==> config.mk <==
export PLATFORM = sky130hd
export DESIGN_NAME = draw_image_ctl
export DESIGN_NICKNAME = d
export VERILOG_FILES = /design/src/rtl/vga_pkg.sv /design/src/rtl/delay_vga.sv /design/src/rtl/draw_image_ctl.sv
export SDC_FILE = /design/constraint.sdc
export NUM_CORES = 1
export LEC_CHECK = 0
export BUFFER_PORTS_ARGS = -buffer_cell sky130_fd_sc_hd__buf_2
export CAP_MARGIN = 30
export CORE_MARGIN = 4
export CORE_UTILIZATION = 24
export CTS_CLUSTER_DIAMETER = 60
export DETAILED_ROUTE_END_ITERATION = 16
export GPL_ROUTABILITY_DRIVEN = 1
export GPL_TIMING_DRIVEN = 0
export MAX_ROUTING_LAYER = met4
export RECOVER_POWER = 50
export REMOVE_ABC_BUFFERS = 1
export SYNTH_ARGS = -nofsm -noshare
export SYNTH_HDL_FRONTEND = slang
export SYNTH_HIERARCHICAL = 1
export SYNTH_SLANG_ARGS = --single-unit
==> constraint.sdc <==
create_clock -name clk -period 6.4 [get_ports clk]
set_clock_uncertainty 0.2 [all_clocks]
set_input_delay 0.32 -clock clk [delete_from_list [all_inputs] [get_ports clk]]
set_output_delay 0.32 -clock clk [all_outputs]
set_load 0.03 [all_outputs]
==> src/rtl/vga_pkg.sv <==
`default_nettype none
// +----------------------------------------------------------------------+
// | Package  : vga_pkg                                                   |
// | Purpose  : Shared VGA stream widths, the pixel/timing bundle type    |
// |            and default overlay image dimensions.                     |
// | Revision : 1.0  initial release                                      |
// +----------------------------------------------------------------------+
package vga_pkg;

  localparam int HCOUNT_W  = 11;
  localparam int RGB_W     = 12;

  // Default image size for overlay stages (both must be powers of two).
  localparam int DEF_IMG_W = 128;
  localparam int DEF_IMG_H = 128;

  // One pixel of the VGA stream together with its timing.
  typedef struct packed {
    logic [HCOUNT_W-1:0] hcount;
    logic [HCOUNT_W-1:0] vcount;
    logic                hsync;
    logic                vsync;
    logic                hblnk;
    logic                vblnk;
    logic [RGB_W-1:0]    rgb;
  } vga_if_t;

endpackage
`default_nettype wire

==> src/rtl/delay_vga.sv <==
`default_nettype none
// +----------------------------------------------------------------------+
// | Module   : delay_vga                                                 |
// | Purpose  : N-stage shift register for the VGA bundle. The last stage |
// |            loads last_rgb in place of the carried colour so the      |
// |            caller can merge a pixel into the stream at the end of    |
// |            the delay line. N must be at least 2.                     |
// | Ports    : clk, rst_n (async, active-low)                            |
// |            din      - bundle entering stage 0                        |
// |            tap_rgb  - colour held in stage N-2 (one before output)   |
// |            last_rgb - colour loaded into the final stage             |
// |            dout     - final stage                                    |
// | Revision : 1.0  initial release                                      |
// +----------------------------------------------------------------------+
module delay_vga
  import vga_pkg::*;
#(
  parameter int N = 3
) (
  input  logic             clk,
  input  logic             rst_n,
  input  vga_if_t          din,
  input  logic [RGB_W-1:0] last_rgb,
  output logic [RGB_W-1:0] tap_rgb,
  output vga_if_t          dout
);

  vga_if_t r_stage [N];

  always_ff @(posedge clk or negedge rst_n) begin
    if (!rst_n) begin
      for (int i = 0; i < N; i++) begin
        r_stage[i] <= '0;
      end
    end else begin
      r_stage[0] <= din;
      for (int i = 1; i < N; i++) begin
        r_stage[i] <= r_stage[i-1];
      end
      // Later assignment wins: the final colour comes from the caller.
      r_stage[N-1].rgb <= last_rgb;
    end
  end

  assign tap_rgb = r_stage[N-2].rgb;
  assign dout    = r_stage[N-1];

endmodule
`default_nettype wire

==> src/rtl/draw_image_ctl.sv <==
`default_nettype none
// +----------------------------------------------------------------------+
// | Module   : draw_image_ctl                                            |
// | Purpose  : Overlays an IMG_W x IMG_H image from a synchronous ROM    |
// |            onto the VGA stream. Position is latched once per frame;  |
// |            all timing is delayed 3 clk to match the ROM latency.     |
// | Ports    : clk, rst_n (async, active-low), en (overlay enable)       |
// |            xpos/ypos        - requested top-left corner              |
// |            in_*             - upstream beam position/timing/colour   |
// |            rom_addr/rom_rgb - external ROM, 1 clk read latency       |
// |            out_*            - stream delayed by 3 clk, merged colour |
// | Revision : 1.0  initial release                                      |
// +----------------------------------------------------------------------+
module draw_image_ctl
  import vga_pkg::*;
#(
  parameter int               IMG_W  = DEF_IMG_W,
  parameter int               IMG_H  = DEF_IMG_H,
  parameter logic [RGB_W-1:0] TRANSP = 12'hF0F
) (
  input  logic                                    clk,
  input  logic                                    rst_n,
  input  logic                                    en,
  input  logic [11:0]                             xpos,
  input  logic [11:0]                             ypos,
  input  logic [HCOUNT_W-1:0]                     in_hcount,
  input  logic [HCOUNT_W-1:0]                     in_vcount,
  input  logic                                    in_hsync,
  input  logic                                    in_vsync,
  input  logic                                    in_hblnk,
  input  logic                                    in_vblnk,
  input  logic [RGB_W-1:0]                        in_rgb,
  output logic [$clog2(IMG_H)+$clog2(IMG_W)-1:0]  rom_addr,
  input  logic [RGB_W-1:0]                        rom_rgb,
  output logic [HCOUNT_W-1:0]                     out_hcount,
  output logic [HCOUNT_W-1:0]                     out_vcount,
  output logic                                    out_hsync,
  output logic                                    out_vsync,
  output logic                                    out_hblnk,
  output logic                                    out_vblnk,
  output logic [RGB_W-1:0]                        out_rgb
);

  localparam int XW = $clog2(IMG_W);
  localparam int YW = $clog2(IMG_H);

  logic [11:0]      r_x_lat;
  logic [11:0]      r_y_lat;
  logic             w_frame_start;
  logic [11:0]      w_x_cur;
  logic [11:0]      w_y_cur;
  logic [XW-1:0]    w_x_off;
  logic [YW-1:0]    w_y_off;
  logic             w_inside;
  logic [XW+YW-1:0] r_rom_addr;
  logic             r_inside_d1;
  logic             r_inside_d2;
  logic [RGB_W-1:0] w_rgb_d2;
  logic [RGB_W-1:0] w_merged;
  vga_if_t          w_in;
  vga_if_t          w_out;

  // Position is only picked up at the very first pixel of a frame. That
  // pixel must already see the new position, so it bypasses the latch.
  assign w_frame_start = (in_hcount == '0) && (in_vcount == '0);
  assign w_x_cur       = w_frame_start ? xpos : r_x_lat;
  assign w_y_cur       = w_frame_start ? ypos : r_y_lat;

  always_ff @(posedge clk or negedge rst_n) begin
    if (!rst_n) begin
      r_x_lat <= '0;
      r_y_lat <= '0;
    end else if (w_frame_start) begin
      r_x_lat <= xpos;
      r_y_lat <= ypos;
    end
  end

  // Only the low address bits of the offset are needed; the low bits of
  // a difference equal the difference of the low bits modulo 2^XW.
  assign w_x_off = in_hcount[XW-1:0] - w_x_cur[XW-1:0];
  assign w_y_off = in_vcount[YW-1:0] - w_y_cur[YW-1:0];

  // Upper bounds use 13 bits so a position near the top of the 12-bit
  // range cannot wrap and make the image reappear at the left/top edge.
  assign w_inside = ({1'b0, in_hcount} >= w_x_cur) &&
                    ({2'b00, in_hcount} < ({1'b0, w_x_cur} + 13'(IMG_W))) &&
                    ({1'b0, in_vcount} >= w_y_cur) &&
                    ({2'b00, in_vcount} < ({1'b0, w_y_cur} + 13'(IMG_H))) &&
                    !in_hblnk && !in_vblnk && en;

  always_ff @(posedge clk or negedge rst_n) begin
    if (!rst_n) begin
      r_rom_addr  <= '0;
      r_inside_d1 <= 1'b0;
      r_inside_d2 <= 1'b0;
    end else begin
      r_rom_addr  <= w_inside ? {w_y_off, w_x_off} : '0;
      r_inside_d1 <= w_inside;
      r_inside_d2 <= r_inside_d1;
    end
  end

  assign rom_addr = r_rom_addr;

  always_comb begin
    w_in        = '0;
    w_in.hcount = in_hcount;
    w_in.vcount = in_vcount;
    w_in.hsync  = in_hsync;
    w_in.vsync  = in_vsync;
    w_in.hblnk  = in_hblnk;
    w_in.vblnk  = in_vblnk;
    w_in.rgb    = in_rgb;
  end

  // rom_rgb lines up with stage 2; the merged colour lands in stage 3.
  assign w_merged = (r_inside_d2 && (rom_rgb != TRANSP)) ? rom_rgb : w_rgb_d2;

  delay_vga #(
    .N (3)
  ) u_delay (
    .clk      (clk),
    .rst_n    (rst_n),
    .din      (w_in),
    .last_rgb (w_merged),
    .tap_rgb  (w_rgb_d2),
    .dout     (w_out)
  );

  assign out_hcount = w_out.hcount;
  assign out_vcount = w_out.vcount;
  assign out_hsync  = w_out.hsync;
  assign out_vsync  = w_out.vsync;
  assign out_hblnk  = w_out.hblnk;
  assign out_vblnk  = w_out.vblnk;
  assign out_rgb    = w_out.rgb;

endmodule
`default_nettype wire

==> Yosys cells after proc, flatten, opt, wreduce, memory -nomap -nowiden <==
Cells that the tools add are included.
{ "word_totals": {"in_bits": 77, "output_inout_bits": 52, "word_cells": 51, "ff_bits": 154} }
{ "classes": {"add_sub_neg": 4, "mux": 4, "n_reduce_logical": 12, "order_cmp": 4, "eq_ne": 1} }
{ "ops": {"columns": ["cell", "count"], "rows": [
  ["12-bit two-way mux", 3],
  ["12-bit by 8-bit adder with 13-bit output, second input constant", 2],
  ["11-bit by 13-bit < comparator with 1-bit output", 2],
  ["11-bit by 12-bit >= comparator with 1-bit output", 2],
  ["11-bit zero test", 2],
  ["14-bit two-way mux", 1],
  ["7-bit subtractor", 2],
  ["12-bit != test, second input constant", 1],
  ["1-bit logical AND", 8],
  ["1-bit zero test", 2]
]} }

==> Depth between registers and ports, before layout <==
{ "depth": {"word_depth": 12, "mapped_depth": 17, "mapped_depth_nobuf": 14} }

==> Cells and area by module <==
Netlist, hierarchy kept.
{ "by_module_without_submodules": {"columns": ["mod", "seq_area_each_um2", "instances", "area_per_inst_um2", "cells_each"], "rows": [
  ["delay_vga", 2852.7, 1, 3228.1, 164],
  ["draw_image_ctl", 1001.0, 1, 3016.6, 299]
]} }

==> Worst setup path after synthesis <==
Ideal clock, no wire load.
{ "synth_timing": {"path_type": "input -> register", "start": "input in_hcount[0]", "end": "register r_rom_addr[11], in the netlist rom_addr[11]", "required_ns": 6.120, "path_slack_ns": 2.234, "arrival_time_ns": 3.886, "stages": 15, "n_path_buf": 2, "setup_time_ns": 0.080, "path_cell_list": "nor4_2 -> nand4_2 -> nor2_4 -> buf_1 -> mux2_2 -> ha_1 -> fa_1 -> nand2b_1 -> a21oi_1 -> and2_1 -> o2111ai_1 -> and4b_1 -> o32a_4 -> buf_6 -> nor3_2"} }
{ "synth_between": {"elab_chain_len": 12, "elab_cells_between_ends": 18, "cone_classes": "3 x add/sub; 4 x order compare; 3 x mux; 8 x reduce/logical"} }
{ "synth_lines": {"columns": ["element", "line", "rtl"], "rows": [
  ["start: declaration", "draw_image_ctl.sv:26", "input logic [HCOUNT_W-1:0] in_hcount,"],
  ["11-bit zero test *", "draw_image_ctl.sv:65", "assign w_frame_start = (in_hcount == '0) && (in_vcount == '0);"],
  ["1-bit logical AND *", "draw_image_ctl.sv:65", null],
  ["12-bit two-way mux *", null, null],
  ["net w_x_cur[0]", "draw_image_ctl.sv:50", "logic [11:0] w_x_cur;"],
  ["12-bit by 8-bit adder with 13-bit output", "draw_image_ctl.sv:87", "({2'b00, in_hcount} < ({1'b0, w_x_cur} + 13'(IMG_W))) &&"],
  ["11-bit by 13-bit < comparator with 1-bit output", "draw_image_ctl.sv:87", null],
  ["1-bit logical AND *", "draw_image_ctl.sv:86", "assign w_inside = ({1'b0, in_hcount} >= w_x_cur) &&"],
  ["1-bit logical AND *", "draw_image_ctl.sv:87", null],
  ["1-bit logical AND *", "draw_image_ctl.sv:88", "({1'b0, in_vcount} >= w_y_cur) &&"],
  ["1-bit logical AND *", "draw_image_ctl.sv:89", "({2'b00, in_vcount} < ({1'b0, w_y_cur} + 13'(IMG_H))) &&"],
  ["1-bit logical AND * (2 in series)", "draw_image_ctl.sv:90", "!in_hblnk && !in_vblnk && en;"],
  ["14-bit two-way mux *", "draw_image_ctl.sv:98", "r_rom_addr <= w_inside ? {w_y_off, w_x_off} : '0;"],
  ["end signal: assignment", "draw_image_ctl.sv:98", null],
  ["end: declaration", "draw_image_ctl.sv:55", "logic [XW+YW-1:0] r_rom_addr;"]
]} }
The timed path passes the listed nets; every way through them passes the cells marked *.

==> Worst setup path in the final report <==
{ "layout_timing": {"start": "input in_hcount[0]", "end": "register r_rom_addr[12], in the netlist rom_addr[12]"} }
The elaborated chain is that of the path after synthesis.

==> results <==
- The final sum of negative setup slack is 0 ns.
- In the global route stage, overall resource usage came out at approximately a tenth.
- The flow ran to the end, and the final reports show no timing, DRC or antenna violations.
- The pin count of the biggest net entering global routing is a little under 100.
- The number of nets with antenna violations after detailed routing is 0.
- The number of core rows is 58.
- The classification of the worst setup path is input port to flip-flop.
- The max-slew violation total from the final report is 0.
- The launch instance of the worst min-delay path is ypos[9].
- The first global-routing pass estimated 22700 µm of wire.
- The synthesized netlist devotes between 6 and 7% of its cell area to compound gates.
- Hold is met by approximately 0.041 ns.
- The data arrival time of the critical path is between 5 and 6 ns.
- In the post-synthesis netlist, the cell with the most instances is dfrtp_1.
- The final instance area is 8190 µm².
- The CTS sink count is around 150.
- The synthesized netlist devotes around 6.7% of its cell area to adder and majority cells.
- After synthesis, the share of flip-flops with an asynchronous set or reset is 100%.
- The via count of the first global-routing pass is roughly 4200.
- The largest driver fanout on the critical path is 15.
- The startpoint identified for the worst register-to-register timing path is r_x_lat[0].
- The total I/O pin count is about 130.
- The die covers approximately 29000 µm².
- The total of endpoints with negative setup slack in the final report is 0.
- The post-detailed-routing wire length is 14200 µm.
- The total via count after detailed routing is around 3800.
- At the pin with the least slew margin, the transition time is approximately 0.53 ns.
- The tool flagged a number of max-cap violations equal to 0.
- The number of hold violations in the final report is 0.
- Of the synthesized area, sequential elements account for between 60% and 70%.
- The slack of the worst reg-to-reg path is between 2 and 3 ns.
- The final cycle utilization of the critical path is 79.4%.
- The post-synthesis cell area is between 6000 and 7000 µm².
- In the final routed layout, each cell accounts on average for approximately 15 µm.
- After the first detailed-routing iteration, the DRC count stood at 170.
- After clock tree synthesis, the clock-pin slew on the worst setup and hold paths is 0.07 ns.
- The number of vias per cell after detailed routing is 3.96.
- The TritonCTS clock tree is yes.
- The synthesized netlist devotes between 1.5 and 2% of its cell area to XOR and XNOR gates.
- Sorting the synthesized cells by area gives the leading types as dfrtp_1 (62%), buf_4 (6.1%), ha_1 (6.0%).
- The worst relative slew slack is between 60% and 70%.
- The fraction of layout instances using a drive strength above 1 is between 20 and 30%.
- The data required time of the critical path is 6.50 ns.
- In this run the horizontal extent of the chip is between 150 and 200 µm.
- For this run, design rule violations remaining after detail routing come to 0.
- The worst register-to-register path ends at rom_addr[12].
- The y dimension of the die is about 170 µm.
- The maximum number of buffers from clock root to sink is 2.
- The post-synthesis share of cell area spent on and, or, nand and nor gates is between 8 and 9%.
- The number of H-tree levels is 4.
- For this design the ratio of total power to cell area is about 270 nW/µm².
- Ranked by instance count, the synthesized netlist is headed by dfrtp_1 (154), buf_4 (51), ha_1 (30).
- The path category of the worst min-delay check is input port to flip-flop.
- The synthesized design devotes to its leading area cell type 61.7% of total area.
- The cell type contributing the most total cell area after synthesis is dfrtp_1.
- The final core area utilization is 32.2%.
- The post-synthesis cell type count is 56.
- The initial core utilization is approximately a quarter.
- Global routing finished with a remaining overflow of 0.
- STA classifies the critical path endpoint as a flip-flop.
- The number of stages on the worst hold path is 3.
- The synthesized design contains ~150 register bits.
- The cell area after placement is just under 7000 µm².
- The core region area is 25400 µm².
- In this run the static leakage power is roughly 3.9 nW.
- The net count of the finished layout is approximately 740.
- Summed over all nets, the half-perimeter wirelength after detailed placement is roughly 10000 µm.
- The count of flip-flops with a built-in enable after synthesis is 0.
- The layout overhead on the synthesized area is 31.2%.
- Static timing analysis puts the maximum clock frequency at a little under 200 MHz.
- The mean instance size in the synthesized netlist is around 13 µm².
- Synthesis produced 463 cells.
- Counting the buffers created by CTS gives 17.
- After layout, the minimum clock period comes to roughly 5.1 ns.
- The initial antenna violation count is 2.
- The pre-antenna-repair detailed-routing pass consisted of 4 iterations.
- STA classifies the critical path startpoint as an input port.
- Among all flip-flop cells after synthesis, the most frequent one is dfrtp_1.
- The length in cells of the worst reg-to-reg path is 10.
- After synthesis, the largest family of logic cells by area is simple AND/OR/NAND/NOR gates.
- The number of synthesis warnings is 6.
- The share of synthesized area spent on multiplexers is 5.89%.
- CTS placed an instance of clkbuf_16 at the clock tree root.
- The clock insertion delay at the later pin of the skew report is 0.41 ns.
- The worst hold endpoint is r_y_lat[9].
- Routability-driven placement finished with a final weighted congestion of 0.831.
- Setup repair after global routing left no endpoint under its margin.
- The count of buffers added on input and output ports is about 130.
- The worst voltage drop across the vdd grid is roughly 0.00016 V.
- The total power consumption of the routed design is between 0.002 and 0.0025 W.
worst max-delay path: stages:
cell	delay [ns]
dlygate4sd3_1	0.55
clkbuf_1	0.14
nor4_2	0.48
nand4_2	0.32
nor2_4	0.47
mux2_2	0.41
ha_1	0.22
fa_1	0.39
nand2b_1	0.19
a21oi_1	0.28
and2_1	0.21
o2111ai_1	0.12
and4b_1	0.22
o32a_4	0.52
a2111oi_2	0.34
worst max-delay path by stage:
| stage | start | slack (ns) | depth (start not counted) | to |
|---|---|---|---|---|
| global placement | in_hcount[0] | 1.41 | 14 | rom_addr[3] |
| CTS | in_hcount[0] | 1.30 | 15 | rom_addr[12] |
| global route | in_hcount[0] | 1.03 | 15 | rom_addr[12] |
| floorplan | in_hcount[0] | 2.40 | 13 | rom_addr[12] |
| detailed placement | in_hcount[0] | 1.41 | 14 | rom_addr[12] |
| finish | in_hcount[0] | 1.32 | 15 | rom_addr[12] |
sequential cells by signal, summed over array words and instances (netlist names), named ones only:
| register | cells |
|---|---|
| r_y_lat | 12 |
| r_x_lat | 10 |
| u_delay/r_stage | 64 |
| r_inside_d2 | 1 |
| rom_addr | 14 |
| u_delay/tap_rgb | 12 |
| u_delay/dout | 38 |
| r_inside_d1 | 1 |
where the power goes:
group | internal [W] | switching [W] | total [W]
combinational | 0.0000818 | 0.000112 | 0.000194
clock | 0.000553 | 0.000416 | 0.000969
sequential | 0.00101 | 0.00000951 | 0.00102
total | 0.00165 | 0.000537 | 0.00218
through the flow:
step	worst slack (ns)	instances
after CTS	1.30	969
after detailed placement	1.41	867
after floorplan	2.40	406
final	1.32	971
after global routing	1.03	971
after global placement	1.41	864
per-layer routing:
layer	vias up	track usage, %	share of wire [%]
met3	16	3.07	6.2
met5	-	-	0
met2	104	17.1	49
li1	1867	-	-
met4	0	3.92	1.5
met1	1856	12.5	43
logic make-up after synthesis:
| group | after synthesis |
|---|---|
| flops | 154 |
| simple gates | 92 |
| buf+inv | 86 |
| compound gates | 55 |
| mux | 33 |
| fa+ha+maj | 32 |
| xor+xnor | 11 |
what timing repair did:
| action | CTS | global route |
|---|---|---|
| endpoints found under the setup margin | 0 | 0 |
| hold endpoints to repair | 166 | 0 |
| hold buffers | 70 | 0 |
| setup buffers | 0 | 0 |
| gates resized for setup | 0 | 0 |
cell usage in the layout (no fill, tap or decap), types with 3 or more instances in the layout:
cell / instances
buf_2: 101
clkinv_4: 3
nor4_2: 5
inv_6: 4
ha_1: 30
nor2b_1: 4
o21ai_0: 11
clkbuf_16: 17
a21oi_1: 12
xnor2_1: 6
a21o_1: 5
clkbuf_1: 26
o211ai_1: 4
mux2i_1: 15
nand2_1: 26
a2111oi_2: 3
nor3_1: 4
xor2_1: 4
or2_2: 4
nand3_1: 6
nand4_1: 4
mux2_2: 16
a31oi_1: 3
nor2_1: 14
dlygate4sd3_1: 70
nand2b_1: 3
dfrtp_1: 154
clkinvlp_4: 3
inv_1: 29
nor3_2: 9
cell type report:
type                            instances  area [µm²]
Inverter                               29         109
Clock inverter                         14         135
Multi-Input combinational cell        223        1860
Sequential cell                       154        3850
Tap cell                              330         413
Clock buffer                           18         439
Timing Repair Buffer                  201        1370
Fill cell                            2581       17200
Antenna cell                            2        5.00
Note: power is estimated with default switching activity, not from simulation.
